## config.mk

```make
export PLATFORM = sky130hd
export DESIGN_NAME = harris_ssd_accum
export DESIGN_NICKNAME = d
export VERILOG_FILES = /design/src/rtl/harris_ssd_accum.sv
export SDC_FILE = /design/constraint.sdc
export NUM_CORES = 1
export LEC_CHECK = 0
export CAP_MARGIN = 10
export CELL_PAD_IN_SITES_DETAIL_PLACEMENT = 0
export CELL_PAD_IN_SITES_GLOBAL_PLACEMENT = 1
export CORE_MARGIN = 2
export CORE_UTILIZATION = 40
export CTS_CLUSTER_SIZE = 8
export DETAILED_ROUTE_END_ITERATION = 8
export HOLD_SLACK_MARGIN = 0.06
export PLACE_DENSITY_LB_ADDON = 0.1
export SYNTH_ARGS = -nofsm -noshare
export SYNTH_HDL_FRONTEND = slang
export SYNTH_SLANG_ARGS = --single-unit
```

## constraint.sdc

```tcl
create_clock -name clk -period 11.3 [get_ports clk]
set_input_delay 2.26 -clock clk [delete_from_list [all_inputs] [get_ports clk]]
set_output_delay 2.26 -clock clk [all_outputs]
set_load 0.01 [all_outputs]
```

## src/rtl/harris_ssd_accum.sv

```systemverilog
// Windowed sum of squared centre/neighbour differences for the Harris corner datapath.
// One centre pixel per window, N_TAPS neighbours streamed in, saturating energy plus corner flag out.
module harris_ssd_accum #(
    parameter int PIX_W  = 8,
    parameter int N_TAPS = 8,
    parameter int ACC_W  = 14,
    parameter int THRESH = 1024
) (
    input  logic             clk,
    input  logic             rst,
    input  logic             start,
    input  logic [PIX_W-1:0] in_center,
    input  logic             in_valid,
    input  logic [PIX_W-1:0] in_target,
    output logic             in_ready,
    output logic             out_valid,
    output logic [ACC_W-1:0] e_out,
    output logic             corner,
    output logic             sat,
    output logic             busy
);

    localparam int CNT_W = $clog2(N_TAPS + 1);
    localparam int SQ_W  = 2 * PIX_W;
    localparam int SUM_W = ACC_W + SQ_W;
    localparam logic [ACC_W-1:0] ACC_MAX  = {ACC_W{1'b1}};
    localparam logic [ACC_W-1:0] THRESH_C = ACC_W'(THRESH);
    localparam logic [CNT_W-1:0] LAST_TAP = CNT_W'(N_TAPS - 1);

    typedef enum logic [1:0] {
        IDLE  = 2'd0,
        ACCUM = 2'd1,
        DRAIN = 2'd2
    } state_t;

    state_t             state_r;
    logic [PIX_W-1:0]   center_r;
    logic [CNT_W-1:0]   tap_cnt_r;
    logic               in_ready_r;
    logic               busy_r;
    logic               out_valid_r;
    logic [ACC_W-1:0]   e_out_r;
    logic               corner_r;
    logic               sat_r;

    logic               s1_v_r;
    logic               s1_last_r;
    logic [PIX_W-1:0]   s1_d_r;
    logic               s2_v_r;
    logic               s2_last_r;
    logic [SQ_W-1:0]    s2_sq_r;
    logic [ACC_W-1:0]   acc_r;
    logic               win_sat_r;
    logic               done_r;

    logic               xfer_s;
    logic               last_tap_s;
    logic               start_acc_s;
    logic [PIX_W-1:0]   diff_s;
    logic [SUM_W-1:0]   sum_s;
    logic               clamp_s;

    // Handshake decode, absolute difference and wide saturating sum.
    always_comb begin
        xfer_s      = in_valid && in_ready_r;
        last_tap_s  = (tap_cnt_r == LAST_TAP);
        start_acc_s = (state_r == IDLE) && start;
        if (in_target >= center_r) begin
            diff_s = in_target - center_r;
        end else begin
            diff_s = center_r - in_target;
        end
        sum_s   = SUM_W'(acc_r) + SUM_W'(s2_sq_r);
        clamp_s = (sum_s > SUM_W'(ACC_MAX));
    end

    // Control FSM, three-stage datapath and registered result outputs.
    always_ff @(posedge clk) begin
        if (rst) begin
            state_r     <= IDLE;
            center_r    <= '0;
            tap_cnt_r   <= '0;
            in_ready_r  <= 1'b0;
            busy_r      <= 1'b0;
            out_valid_r <= 1'b0;
            e_out_r     <= '0;
            corner_r    <= 1'b0;
            sat_r       <= 1'b0;
            s1_v_r      <= 1'b0;
            s1_last_r   <= 1'b0;
            s1_d_r      <= '0;
            s2_v_r      <= 1'b0;
            s2_last_r   <= 1'b0;
            s2_sq_r     <= '0;
            acc_r       <= '0;
            win_sat_r   <= 1'b0;
            done_r      <= 1'b0;
        end else begin
            s1_v_r    <= xfer_s;
            s1_last_r <= xfer_s && last_tap_s;
            s1_d_r    <= diff_s;
            s2_v_r    <= s1_v_r;
            s2_last_r <= s1_v_r && s1_last_r;
            s2_sq_r   <= SQ_W'(s1_d_r) * SQ_W'(s1_d_r);
            done_r    <= s2_v_r && s2_last_r;

            // The pipeline is empty whenever a start can be accepted, so clearing wins.
            if (start_acc_s) begin
                acc_r     <= '0;
                win_sat_r <= 1'b0;
            end else if (s2_v_r) begin
                acc_r     <= clamp_s ? ACC_MAX : sum_s[ACC_W-1:0];
                win_sat_r <= win_sat_r | clamp_s;
            end else begin
                acc_r     <= acc_r;
                win_sat_r <= win_sat_r;
            end

            case (state_r)
                IDLE: begin
                    if (start) begin
                        center_r   <= in_center;
                        tap_cnt_r  <= '0;
                        in_ready_r <= 1'b1;
                        busy_r     <= 1'b1;
                        state_r    <= ACCUM;
                    end else begin
                        state_r <= IDLE;
                    end
                end
                ACCUM: begin
                    if (xfer_s) begin
                        tap_cnt_r <= tap_cnt_r + CNT_W'(1);
                        if (last_tap_s) begin
                            in_ready_r <= 1'b0;
                            state_r    <= DRAIN;
                        end else begin
                            state_r <= ACCUM;
                        end
                    end else begin
                        state_r <= ACCUM;
                    end
                end
                DRAIN: begin
                    // Stay here through the out_valid cycle so busy covers it.
                    if (out_valid_r) begin
                        out_valid_r <= 1'b0;
                        busy_r      <= 1'b0;
                        state_r     <= IDLE;
                    end else if (done_r) begin
                        e_out_r     <= acc_r;
                        corner_r    <= (acc_r >= THRESH_C);
                        sat_r       <= win_sat_r;
                        out_valid_r <= 1'b1;
                    end else begin
                        state_r <= DRAIN;
                    end
                end
                default: begin
                    state_r    <= IDLE;
                    in_ready_r <= 1'b0;
                    busy_r     <= 1'b0;
                end
            endcase
        end
    end

    assign in_ready  = in_ready_r;
    assign busy      = busy_r;
    assign out_valid = out_valid_r;
    assign e_out     = e_out_r;
    assign corner    = corner_r;
    assign sat       = sat_r;

endmodule

```

# [Yosys cells after proc, flatten, opt, wreduce, memory -nomap -nowiden]
# Index checks and enable logic that the tools add are counted.
[word_totals] word_cells=70 output_inout_bits=19 mem_count=0 input_bits=20 rom_bits=0 ff_bits=77 mem_bits_rw=0 latchBits=0
[classes] multipliers=1 n_eq_ne=8 mux=19 div_mod_pow=0 bitwise=4 n_lt_le_gt_ge=3 add_sub_neg=4 shifts=0 n_reduce_logical=13
[ops] cell="$add 14x16->17" n=1
[ops] cell="$gt 17x14->1 const B" n=1
[ops] cell="$mul 8x8->16" n=1
[ops] cell="$sub 8x8->8" n=2
[ops] cell="$ge 14x11->1 const B" n=1
[ops] cell="$mux 14" n=1
[ops] cell="$reduce_and 3->1" n=3
[ops] cell="$ge 8x8->1" n=1
[ops] cell="$mux 2" n=4
[ops] cell="$mux 4" n=2
[ops] cell="$mux 8" n=1
[ops] cell="$ne 2x2->1 const B" n=4
[ops] cell="$pmux 4 s2" n=1
[ops] cell="$mux 1" n=7
[ops] cell="$pmux 1 s3" n=2
[ops] cell="$pmux 2 s3" n=1
[ops] cell="$logic_and 1x1->1" n=5
[ops] cell="$add 4x1->4 const B" n=1
[ops] cell="$eq 4x3->1 const B" n=1
[ops] cell="$reduce_and 4->1" n=1
[ops] cell="$ne 3x3->1 const B" n=1
[ops] cell="$not 1->1" n=3
[ops] cell="$eq 2x1->1 const B" n=1
[ops] cell="$eq 2x2->1 const B" n=1
[ops] cell="other kinds (5)" n=5

# [Longest topological paths before layout]
[logic_depth] depth_word=4 ltp_mapped=17 ltp_nobuf=17

# [Worst setup path after synthesis]
# Ideal clock, no wire load.
[synth_path] path_kind="input port to flip-flop" from="input in_target[0]" to="register s1_d_r[5]" slack_ns=6.950 n_path_buf=0 t_arrival_ns=4.229 setup_time_ns=0.121 path_stages=10 required_ns=11.179 path_cell_list="inv_1 -> ha_1 -> fa_1 -> nand3b_1 -> nand2_1 -> o21ai_2 -> nand2_1 -> mux2_2 -> a31oi_1 -> mux2_2"
[synth_via] elab_chain_cells=2 word_cells_on_any_way=4 cone_classes="2 x add/sub; 1 x order compare; 1 x mux"
[synth_rtl] element="from (decl)" line_no="14" rtl="input logic [PIX_W-1:0] in_target,"
[synth_rtl] element="$sub 8x8->8 (tied with other cells)" line_no="71" rtl="diff_s = center_r - in_target;"
[synth_rtl] element="$mux 8 (*)" line_no="68" rtl="if (in_target >= center_r) begin"
[synth_rtl] element="to (signal assigned)" line_no="101" rtl="s1_d_r <= diff_s;"
[synth_rtl] element="to (decl)" line_no="48" rtl="logic [PIX_W-1:0] s1_d_r;"
# Mark *: on every way between the ends. The rest lies on a longest branch, timed or not.
# A chain may end at the register's enable or synchronous reset.

# [Worst setup path after layout]
[layout_path] from="input in_target[6]" to="register s1_d_r[5]"
[layout_via] elab_chain_cells=2
[layout_rtl] element="$ge 8x8->1" line_no="68"
[layout_rtl] element="$mux 8" line_no="68"
# No other way between the ends.

==> results.ini <==
[global_routing]
top_usage_layer=met2
grt_pass1_wl_um=18500
grt_max_degree=62
grt.overflow.total=0
gr-usage-met3_pct=3.45
antenna_found_initial=0
use_met1_pct=18.8
use_met2_pct=28.0
grt_pass1_vias=4224
grt_usage_pct=16.0

[clocking]
clkSinkCount=76
tritoncts=built
clk_pin_slew_ps=60
clk_latency_ps=330
ctsResizeCount=0
cts_buffers=9
cts_root_buffer=clkbuf_16
htree_num_levels=3
cts.path.max_buffers=2
cts_setup_buffers=0
hold_buffers=0

[placement]
dp_hpwl_um=8130
place_inst=805
place_area_sq_mm=0.00582
port_buffers=38
dpl_worst_slack_ps=6250
place_congestion=0.892

[sta]
period_needed_ps=4720
final_hold_viol_count=0
tns_ps=0
slew_headroom_pct=41.4
fin_skew_ps=6.77
timing.final.crit_share_pct=41.8
fmax_ghz=0.212
whs_ps=418
fin_ws_ps=6580
setup-violations-final=0
slew_violations=0
rsz0062_at_grt=no
worstMarginPinSlew_ps=878

[route]
vias_per_cell=5.11
dr.first_iter.drc_count=134
wl_um=10400
vias=4187
drc=0
wire_per_inst_um=12.7
drtPass1Iterations=4
ant_nets=0

[synth]
synth.largest_area_cell=dfxtp_1
yosys_warnings=0
synth_common_cells=dfxtp_1, inv_1, ha_1, nor2_1, nand2_1
ys_ff_latch=76
yosys_most_used_dff=dfxtp_1
syn_area_sq_mm=0.00528
ys_types=61
synth.most_common_cell=dfxtp_1
async_reset_ff_share_pct=0
synth.area.top_cells=dfxtp_1, ha_1, fa_1, inv_1, a21oi_1
ys_seq_area_share_pct=28.8
synth_edf_count=0
yosysTopAreaCellShare_pct=28.8
syn_avg_cell_area_sq_um=8.68
synthCells=608

[die]
num_rows=41
coreArea_sq_mm=0.0127
dieArea_sq_mm=0.0141
die_height_um=119
initial_core_util_pct=41.5
die_w_um=119
pin_count=39

[final_layout]
area_growth_pct=16.8
antenna_cells=0
drive_gt1_share_pct=5.56
final_cell_count_no_fill=820
nFillCells=1308
seq_area_sq_mm=0.00152
multi_input_area_sq_mm=0.00345
nets=748
fin_area_sq_mm=0.00616

[setup_path]
crit_fanout=7
cp.required_ps=11520
r2r_setup_slack_ps=6800
crit_slowest_cell=clkdlybuf4s50_1
cp_slowest_stage_delay_ps=490
worstPathArrival_ps=4940
crit_path_cell_trace=clkdlybuf4s50_1 > inv_1 > ha_1 > o211ai_1 > a21oi_1 > o21ai_2 > nand2_1 > mux2_2 > a31oi_1 > mux2_2
crit_path_start_kind=input pin
path_common_cell=mux2_2
path_class=in -> reg
worst_setup_path_end_kind=flip-flop

[power]
leakage_nw=2.73
peakVddDrop_mv=0.0871
power_per_cell_area_mw_per_mm2=149

[job]
cap_violations=0

[min_path]
hold_path_class=reg -> reg

[outcome]
status=finished clean

[final cells by class]
type	instances	share of cell area (%)
tap	172	3.49
sequential	76	24.7
clock buffer	11	3.94
timing repair buffer	40	6.34
clock inverter	4	1.58
multi-input combinational	452	56.0
inverter	65	3.96
[power breakdown]
| part | internal (W) | leakage [nW] | total [W] | switching (W) |
|---|---|---|---|---|
| clock network | 0.000220 | 0.162 | 0.000326 | 0.000105 |
| logic | 0.000127 | 1.95 | 0.000282 | 0.000155 |
| registers | 0.000290 | 0.620 | 0.000312 | 0.0000211 |
[cell usage in the layout (no fill, tap or decap), drive strengths merged, types with 4 or more instances in the layout]
master and n:
dfxtp 76, inv 65, nor2 57, ha 57, nand2 55, a21oi 47, clkdlybuf4s50 37, fa 27
and2 27, o21ai 24, xnor2 18, a31oi 15, mux2i 13, xor2 11, nor2b 11, clkbuf 11
a21o 10, nor3 7, nand2b 7, nand4 6, a211oi 6, mux2 5, o21a 5, nand3 4
a221oi 4
[critical path, delay by kind of cell]
| family | cells | cell delay, ps |
|---|---|---|
| compound gates | 4 | 770 |
| mux | 2 | 740 |
| buf+inv | 2 | 540 |
| fa+ha+maj | 1 | 390 |
| simple gates | 1 | 230 |
[per-layer routing]
metal,wire [um],up-vias
li1,-,2121
met1,4780,1987
met2,5100,56
met3,291,23
met4,261,0
met5,0,-
[cell families (layout without fill, tap and decap cells)]
family,Yosys count,count (layout),share of synthesized area [%]
fa+ha+maj,84,84,23.8
mux,18,18,3.61
flops,76,76,28.8
buf+inv,81,120,5.83
simple gates,191,191,17.6
compound gates,128,128,15.5
xor+xnor,29,29,4.81
other cells,1,2,0.0711
[per-stage QoR]
step / util, % / power (W)
after floorplan: - / 0.000538
after global placement: 45.8 / 0.000600
after detailed placement: 45.8 / 0.000604
after CTS: 48.4 / 0.000937
after global routing: 48.4 / 0.000992
final: 48.4 / 0.000919
[final timing paths]
kind / end / start / cells past startpoint
max: s1_d_r[5]$_SDFF_PP0_ / in_target[6] / 10
min: done_r$_SDFF_PP0_ / s2_last_r$_SDFF_PP0_ / 2
max reg2reg: s2_sq_r[14]$_SDFF_PP0_ / s1_d_r[2]$_SDFF_PP0_ / 14
min reg2reg: done_r$_SDFF_PP0_ / s2_last_r$_SDFF_PP0_ / 2
[flip-flops by register name, summed over array words and instances, names as in the netlist, 2 cells and up]
name	flops
s2_sq_r	15
state_r	2
tap_cnt_r	4
acc_r	14
s1_d_r	8
e_out	14
center_r	8
Power figures use the tool's default switching activity.
